<file path="config.mk">
export PLATFORM = sky130hd
export DESIGN_NAME = au_seq_ctrl
export DESIGN_NICKNAME = d
export VERILOG_FILES = /design/src/rtl/au_seq_ctrl_pkg.sv /design/src/rtl/au_nib_mux.sv /design/src/rtl/au_seq_ctrl.sv
export SDC_FILE = /design/constraint.sdc
export NUM_CORES = 1
export LEC_CHECK = 0
export CAP_MARGIN = 10
export CORE_ASPECT_RATIO = 0.5
export CORE_MARGIN = 1.5
export CORE_UTILIZATION = 45
export CTS_CLUSTER_SIZE = 25
export DETAILED_ROUTE_END_ITERATION = 10
export PLACE_DENSITY = 0.75
export SLEW_MARGIN = 20
export SYNTH_ARGS = -nofsm -noshare
export SYNTH_HDL_FRONTEND = slang
export SYNTH_SLANG_ARGS = --single-unit
</file>
<file path="constraint.sdc">
create_clock -name clk -period 2.55 [get_ports clk]
set_input_delay 0.6375 -clock clk [delete_from_list [all_inputs] [get_ports clk]]
set_output_delay 0.6375 -clock clk [all_outputs]
set_load 0.05 [all_outputs]
</file>
<file path="src/rtl/au_seq_ctrl_pkg.sv">
// Shared definitions for the nibble-serial AU sequencer: opcodes, AU select
// codes, AU carry-vector bit indices and the sequencer state encoding.
package au_seq_ctrl_pkg;

  localparam logic [2:0] OP_ADD = 3'b000;
  localparam logic [2:0] OP_SUB = 3'b001;
  localparam logic [2:0] OP_INC = 3'b010;
  localparam logic [2:0] OP_DEC = 3'b011;
  localparam logic [2:0] OP_SHL = 3'b100;

  localparam logic [1:0] AU_ADD = 2'b00;
  localparam logic [1:0] AU_INC = 2'b01;
  localparam logic [1:0] AU_DEC = 2'b10;
  localparam logic [1:0] AU_SHL = 2'b11;

  // Bit positions inside the AU's per-op carry vector.
  localparam logic [1:0] CO_ADD = 2'd0;
  localparam logic [1:0] CO_INC = 2'd1;
  localparam logic [1:0] CO_DEC = 2'd2;
  localparam logic [1:0] CO_SHL = 2'd3;

  typedef enum logic [1:0] {
    ST_IDLE = 2'b00,
    ST_LO   = 2'b01,
    ST_HI   = 2'b10,
    ST_DONE = 2'b11
  } state_e;

  function automatic logic op_legal(input logic [2:0] op);
    return op <= OP_SHL;
  endfunction

endpackage

</file>
<file path="src/rtl/au_nib_mux.sv">
// Combinational mapping of (op, pass, operands, link bit) onto the AU inputs,
// plus which AU carry bit feeds the link/carry and how it is post-processed.
module au_nib_mux
  import au_seq_ctrl_pkg::*;
(
  input  logic       active_i,
  input  logic       pass_hi_i,
  input  logic [2:0] op_i,
  input  logic [7:0] a_i,
  input  logic [7:0] b_i,
  input  logic       cin_i,
  input  logic       k_i,
  output logic [3:0] au_a_o,
  output logic [3:0] au_b_o,
  output logic       au_cin_o,
  output logic [1:0] au_s_o,
  output logic [1:0] c_sel_o,
  output logic       c_inv_o,
  output logic       c_zero_o
);

  logic [3:0] a_nib;
  logic [3:0] b_nib;

  assign a_nib = pass_hi_i ? a_i[7:4] : a_i[3:0];
  assign b_nib = pass_hi_i ? b_i[7:4] : b_i[3:0];

  // NOTE: every output gets a default before the case so no path can leave
  // one unassigned; a missed branch in always_comb would infer a latch.
  always_comb begin
    au_a_o   = '0;
    au_b_o   = '0;
    au_cin_o = 1'b0;
    au_s_o   = AU_ADD;
    c_sel_o  = CO_ADD;
    c_inv_o  = 1'b0;
    c_zero_o = 1'b0;
    if (active_i) begin
      au_a_o = a_nib;
      case (op_i)
        OP_ADD: begin
          au_b_o   = b_nib;
          au_cin_o = pass_hi_i ? k_i : cin_i;
        end
        OP_SUB: begin
          au_b_o   = ~b_nib;
          au_cin_o = pass_hi_i ? k_i : 1'b1;
          c_inv_o  = pass_hi_i;
        end
        OP_INC: begin
          if (!pass_hi_i) begin
            au_s_o  = AU_INC;
            c_sel_o = CO_INC;
          end else begin
            au_cin_o = k_i;
          end
        end
        OP_DEC: begin
          // Without a borrow out of the low nibble the high nibble passes through.
          if (!pass_hi_i || k_i) begin
            au_s_o  = AU_DEC;
            c_sel_o = CO_DEC;
          end else begin
            c_zero_o = 1'b1;
          end
        end
        OP_SHL: begin
          if (!pass_hi_i) begin
            au_s_o  = AU_SHL;
            c_sel_o = CO_SHL;
          end else begin
            au_b_o   = a_nib;
            au_cin_o = k_i;
          end
        end
        default: c_zero_o = 1'b1;
      endcase
    end
  end

endmodule

</file>
<file path="src/rtl/au_seq_ctrl.sv">
// Runs 8-bit ADD/SUB/INC/DEC/SHL on a shared 4-bit AU as two nibble passes
// (low then high) and returns an 8-bit result with flags and a done pulse.
module au_seq_ctrl
  import au_seq_ctrl_pkg::*;
(
  input  logic       clk,
  input  logic       rst_n,
  input  logic       cmd_valid,
  output logic       cmd_ready,
  input  logic [2:0] cmd_op,
  input  logic [7:0] cmd_a,
  input  logic [7:0] cmd_b,
  input  logic       cmd_cin,
  output logic [3:0] au_a,
  output logic [3:0] au_b,
  output logic       au_cin,
  output logic [1:0] au_s,
  input  logic [3:0] au_y,
  input  logic [3:0] au_cout,
  output logic       res_valid,
  output logic [7:0] res_y,
  output logic       res_c,
  output logic       res_z,
  output logic       res_v,
  output logic       res_err
);

  state_e     state_q, state_d;
  logic [2:0] op_q;
  logic [7:0] a_q, b_q;
  logic       cin_q;
  logic       k_q;
  logic [3:0] lo_q;
  logic [7:0] res_y_q, res_y_d;
  logic       res_c_q, res_c_d;
  logic       res_z_q, res_z_d;
  logic       res_v_q, res_v_d;
  logic       res_err_q, res_err_d;

  logic [1:0] c_sel;
  logic       c_inv, c_zero, link;
  logic       b7_eff;

  au_nib_mux u_nib_mux (
    .active_i (state_q == ST_LO || state_q == ST_HI),
    .pass_hi_i(state_q == ST_HI),
    .op_i     (op_q),
    .a_i      (a_q),
    .b_i      (b_q),
    .cin_i    (cin_q),
    .k_i      (k_q),
    .au_a_o   (au_a),
    .au_b_o   (au_b),
    .au_cin_o (au_cin),
    .au_s_o   (au_s),
    .c_sel_o  (c_sel),
    .c_inv_o  (c_inv),
    .c_zero_o (c_zero)
  );

  assign link = au_cout[c_sel];

  always_comb begin
    state_d = state_q;
    case (state_q)
      ST_IDLE: if (cmd_valid) state_d = ST_LO;
      ST_LO:   state_d = ST_HI;
      ST_HI:   state_d = ST_DONE;
      ST_DONE: state_d = ST_IDLE;
      default: state_d = ST_IDLE;
    endcase
  end

  // Result and flags as they will be latched at the end of the high pass.
  always_comb begin
    res_y_d = {au_y, lo_q};
    if (op_q == OP_SHL) res_y_d[0] = 1'b0;
    if (!op_legal(op_q)) res_y_d = a_q;
    res_err_d = !op_legal(op_q);
    res_c_d   = c_zero ? 1'b0 : (link ^ c_inv);
    res_z_d   = (res_y_d == 8'h00);
    b7_eff    = (op_q == OP_SUB) ? ~b_q[7] : b_q[7];
    res_v_d   = (op_q == OP_ADD || op_q == OP_SUB) &&
                (a_q[7] == b7_eff) && (res_y_d[7] != a_q[7]);
  end

  // NOTE: state elements use non-blocking assignments so every register
  // samples pre-edge values regardless of statement order.
  always_ff @(posedge clk) begin
    if (!rst_n) begin
      state_q   <= ST_IDLE;
      op_q      <= '0;
      a_q       <= '0;
      b_q       <= '0;
      cin_q     <= 1'b0;
      k_q       <= 1'b0;
      lo_q      <= '0;
      res_y_q   <= '0;
      res_c_q   <= 1'b0;
      res_z_q   <= 1'b0;
      res_v_q   <= 1'b0;
      res_err_q <= 1'b0;
    end else begin
      state_q <= state_d;
      if (state_q == ST_IDLE && cmd_valid) begin
        op_q  <= cmd_op;
        a_q   <= cmd_a;
        b_q   <= cmd_b;
        cin_q <= cmd_cin;
      end
      if (state_q == ST_LO) begin
        lo_q <= au_y;
        k_q  <= link;
      end
      if (state_q == ST_HI) begin
        res_y_q   <= res_y_d;
        res_c_q   <= res_c_d;
        res_z_q   <= res_z_d;
        res_v_q   <= res_v_d;
        res_err_q <= res_err_d;
      end
    end
  end

  assign cmd_ready = (state_q == ST_IDLE);
  assign res_valid = (state_q == ST_DONE);
  assign res_y     = res_y_q;
  assign res_c     = res_c_q;
  assign res_z     = res_z_q;
  assign res_v     = res_v_q;
  assign res_err   = res_err_q;

endmodule

</file>
After elaboration in Yosys (flattened, before gate mapping). Cells that the tools add are included.

Bits in registers: 39. Output and inout bits: 25.

$lt $le $gt $ge: 2. Equal/unequal tests: 10. Muxes and demuxes: 29. Bitwise operators: 3. Reduce and logical (&&, ||, !) cells: 13.

Operators by type and width (number): $mux W4 (5); $mux W1 (13); $pmux W4 S3 (1); $logic_not A8 Y1 (1); $mux W2 (4); $mux W8 (1); $pmux W2 S4 (1); $eq A3 B2 Y1 const B (2); $pmux W2 S3 (1); $eq A2 B2 Y1 const B (2); $not A4 Y4 (1); $reduce_or A4 Y1 (1); $eq A3 B1 Y1 const B (1); $eq A3 B3 Y1 const B (1); $le A3 B3 Y1 const B (1); $logic_and A1 B1 Y1 (3); $logic_not A3 Y1 (1); $logic_or A1 B1 Y1 (3); $lt A2 B3 Y1 const B (1); $pmux W1 S3 (1); $bmux W1 S2 (1); $eq A2 B1 Y1 const B (1); $logic_not A1 Y1 (2); $logic_not A2 Y1 (1); other kinds (7) (7).

Longest topological paths before layout.
Depth in word-level cells: 10. Gate-level depth with buffers: 8. Mapped depth without buffers: 7.

Modules after synthesis. Synthesis repeated with hierarchy kept, for this count alone.

Cells, all modules: 249. Area total of the unflattened synthesis: 2023.2 µm².

Modules (own cells, without submodules): au_seq_ctrl (instances 1, cells an instance 193, area each 1616.6 µm², sequential area each 780.7 µm²); au_nib_mux (instances 1, cells an instance 56, area each 406.6 µm², sequential area each 0.0 µm²).

Worst setup path after synthesis. OpenSTA, ideal clock, no wires.

Path kind: reg2out. From: reg state_q[0]. To: out au_b[0]. Arrival: 1.983 ns. Setup slack: -0.070 ns. Cell stages (with the launch flop): 7. Cells stage by stage: dfxtp_1 inv_1 ha_1 clkbuf_1 inv_1 a211o_1 nor2_1.

Longest elaborated chain between the ends: 5. Elaborated cells on any way between the ends: 9. Classes of those cells: eq/ne: 2; mux: 5; bitwise: 1; reduce/logical: 1.

RTL lines: from (decl) (RTL line au_seq_ctrl.sv:28) `state_e state_q, state_d;`; from (signal assigned) (RTL line au_seq_ctrl.sv:104) `state_q <= state_d;`; $eq A2 B2 Y1 (RTL line au_seq_ctrl.sv:45, au_seq_ctrl.sv:46); $mux W4, on equally long branches (RTL line au_nib_mux.sv:25, au_nib_mux.sv:26); $mux W4 or $not A4 Y4 (tied branches) (RTL line au_nib_mux.sv:68, au_nib_mux.sv:46); $pmux W4 S3 (RTL line au_nib_mux.sv:40) `case (op_i)`; $mux W4 * (RTL line au_nib_mux.sv:38) `if (active_i) begin`; to (decl) (RTL line au_seq_ctrl.sv:15) `output logic [3:0] au_b,`.

Every way passes the cells marked *; elsewhere a longest branch is shown, timed or not.

Worst setup path in the final report.
From: reg state_q[0]. To: out au_s[1].

Longest elaborated chain between the ends: 6. Elaborated cells on any way between the ends: 9. Classes of those cells: eq/ne: 2; mux: 4; reduce/logical: 3.

RTL lines: $eq A2 B2 Y1 (RTL line au_seq_ctrl.sv:45, au_seq_ctrl.sv:46); $logic_not A1 Y1; $logic_or A1 B1 Y1 (RTL line au_nib_mux.sv:60) `if (!pass_hi_i || k_i) begin`; $mux W2 (RTL line au_nib_mux.sv:60); $pmux W2 S3 (RTL line au_nib_mux.sv:40); $mux W2 * (RTL line au_nib_mux.sv:38); to (decl) (RTL line au_seq_ctrl.sv:17) `output logic [1:0] au_s,`.

Marks and branches as above.

==> summary.txt <==
status = finished clean
Lkg Pwr = 1.10 nW
DRC = 0
Avg Vias per Cell = 5.31
FF-to-FF Start = state_q[1]$_SDFFE_PN0P_
Seq/Total Area, Yosys = 38.2%
total gr overflow = 0
Ports = 56
layout cells sized above 1 = 17.2%
Worst Setup EP = au_s[1]
clk_lat worst skew = 0.29 ns
die footprint = 4980 um2
H-tree Lvls = 2
FF-to-FF path depth = 9
clk_skew = 0.00471 ns
Rows = 17
Post-synth top flop = dfxtp_1
initial antenna violation count = 0
Sink Count = 39
WL final = 5410 um
number of global-route vias before repair = 1755
Tcrit/Tclk final = 98.5%
worst slack, placed = 0.0559 ns
synthesis-to-finish area growth = 44.5%
Avg Cell Area, Syn = 7.88 um2
Crit. Startpoint = state_q[0]$_SDFFE_PN0P_
Worst EP required = 1.91 ns
CTS tree = yes
ANT cells = 0
ys async rst share = 0%
DRT Pass-1 Iters = 4
worst setup margin = 0.0387 ns
DR WL/cell = 14.3 um
fin. max-slew vios = 0
crit-path max FO = 6
Initial DRC Count = 135
flip-flop and latch count after synthesis = 39
total CTS buffers = 5
CTS Root Cell = clkbuf_8
Slew HR = 56.7%
post-synth cell types = 46
Syn Nets = 295
unrepaired setup endpoints after global routing = yes
Hold WC Path Type = register to register
Detail Placement HPWL = 3920 um
synth warn = 0
global-route wire length before repair = 8360 um
core area = 4380 um2
Max rail drop VDD = 484 uV
CTS Buffer Depth = 2
Post-synth EDFFs = 0
CP Capture Type = output port
Worst-Margin Slew = 0.648 ns
largest net degree at the start of global routing = 24
Die Span Y = 50.6 um
FF-to-FF setup slack = 0.46 ns
max-cap violations = 0
Horiz. Die Dim = 98.3 um
final net count = 355
min Tclk post-route = 2.51 ns
r2r endpoint = res_c$_SDFFE_PN0N_
Max stage delay cell, worst path = or4b_4
Crit path largest cell delay = 0.49 ns
Mapped Cells = 259
type of the worst setup path = register to output port
Core Util, Final = 67.4%
CP Launch Type = register
crit-path cells = inv_4 > ha_4 > buf_6 > or4b_4 > o31ai_4 > and2_4 > buf_12
routability cong. = 0.897
FMAX = 398 MHz
Final setup viols = 0
mapped cell area = 2040 um2
final hold viol count = 0
Power Density = 1120 nW/um2
clk slew on worst S/H paths = 0.08 ns
IO Port Bufs = 55
Hold WS = 0.457 ns
GRT Util Overall = 21.5%
initial core utilization = 46.6%
DR vias = 2001
Routed Antenna Nets = 0
CP arrival = 1.87 ns
==> stage by stage <==
stage / power [mW] / TNS [ns] / instance area [um2] / std cells
2_1_floorplan: 2.05 / -0.280 / 2040 / 259
3_3_place_gp: 2.58 / 0 / 2730 / 362
3_5_place_dp: 2.62 / 0 / 2730 / 362
4_1_cts: 3.19 / -0.0127 / 2870 / 371
5_1_grt: 3.51 / -0.0548 / 2950 / 377
6_report: 3.32 / 0 / 2950 / 377
==> flip-flops by register name, indices dropped and copies added (netlist names) <==
signal   cells
a_q          8
b_q          8
res_y        8
lo_q         4
op_q         3
state_q      2
cin_q        1
k_q          1
res_c        1
res_err      1
res_v        1
res_z        1
==> cell usage in the layout, fill, tap and decap left out, types with 2 or more instances in the layout <==
master,instances
nand3_1,4
buf_12,9
nand3b_1,2
buf_4,17
nor3_1,2
nor2_2,4
mux2_2,2
inv_1,4
and2_1,5
nor4_1,2
a22oi_1,5
nor2b_1,5
a21boi_0,2
nand2b_1,4
nor2_1,20
mux2i_1,11
clkbuf_8,6
dfxtp_1,36
nand4_1,2
ha_1,3
o21ai_0,3
nand2_1,62
clkdlybuf4s50_1,44
a21oi_1,25
ha_4,2
a311oi_1,7
dfxtp_2,3
xnor2_1,4
==> cell families after synthesis <==
logic type,Yosys count,share of synthesized area (%)
AND/OR/NAND/NOR,118,26.0
AO/OA/AOI/OAI,54,18.1
flip-flops,39,38.2
buffers and inverters,24,5.51
multiplexers,13,6.50
XOR/XNOR,6,2.57
adder cells (fa/ha/maj),5,3.06
==> where the power goes <==
part	internal [mW]	leakage [nW]	switching (mW)
clock	0.317	0.0612	0.218
combinational	0.779	0.723	1.09
sequential	0.770	0.320	0.143
==> layout make-up <==
cell class	instances	area, um2
clock inverters	2	35.0
well taps	57	71.3
flip-flops and latches	39	785
inverters	6	25.0
fillers	356	1430
clock buffers	6	82.6
multi-input cells	196	1190
repair buffers	71	759
==> synth_stat cells (all sizes together), types with 2 or more instances <==
| cell type | n | area (um2) |
|---|---|---|
| xor2 | 2 | 17.5 |
| nand4 | 2 | 12.5 |
| a21oi | 26 | 134 |
| nand3 | 4 | 20.0 |
| inv | 5 | 18.8 |
| buf | 6 | 43.8 |
| nor2b | 5 | 31.3 |
| clkbuf | 12 | 46.3 |
| nand3b | 2 | 15.0 |
| mux2 | 2 | 22.5 |
| nor2 | 24 | 90.1 |
| a22oi | 5 | 37.5 |
| nor4 | 2 | 12.5 |
| o21ai | 4 | 23.8 |
| and2 | 6 | 37.5 |
| nor3 | 2 | 10.0 |
| xnor2 | 4 | 35.0 |
| nand2b | 4 | 25.0 |
| ha | 5 | 62.6 |
| a311oi | 7 | 61.3 |
| dfxtp | 39 | 781 |
| o211ai | 2 | 20.0 |
| nand2 | 62 | 233 |
| a21boi | 2 | 15.0 |
| mux2i | 11 | 110 |
==> worst min-delay path by stage <==
stage	start	end	slack [ns]	cells after the start
floorplan	cin_q$_SDFFE_PN0P_	cin_q$_SDFFE_PN0P_	0.43	2
global placement	cin_q$_SDFFE_PN0P_	cin_q$_SDFFE_PN0P_	0.44	2
detailed placement	b_q[6]$_SDFFE_PN0P_	b_q[6]$_SDFFE_PN0P_	0.45	2
CTS	b_q[6]$_SDFFE_PN0P_	b_q[6]$_SDFFE_PN0P_	0.46	2
global route	cin_q$_SDFFE_PN0P_	cin_q$_SDFFE_PN0P_	0.48	2
finish	b_q[6]$_SDFFE_PN0P_	b_q[6]$_SDFFE_PN0P_	0.46	2
==> worst max-delay path, delay by kind of cell (launching register included) <==
family,cells,cell delay [ns]
fa+ha+maj,1,0.17
flops,1,0.35
simple gates,2,0.68
buf+inv,3,0.31
compound gates,1,0.07
==> per-layer routing <==
layer  vias up  GRT usage [%]  share of wire, %
met4         0           5.63               1.6
met5         -              0                 0
met3        11           5.99               7.1
met2        60           33.1                45
li1        997              -                 -
met1       933           29.7                46
==> what timing repair did <==
item                       4_1_cts  5_1_grt
hold buffers                     0        0
setup endpoints to repair        9        9
resized for setup                5       11
buffers inserted                 1        6
pin swaps                        1        3
(Power assumes the default switching activity.)
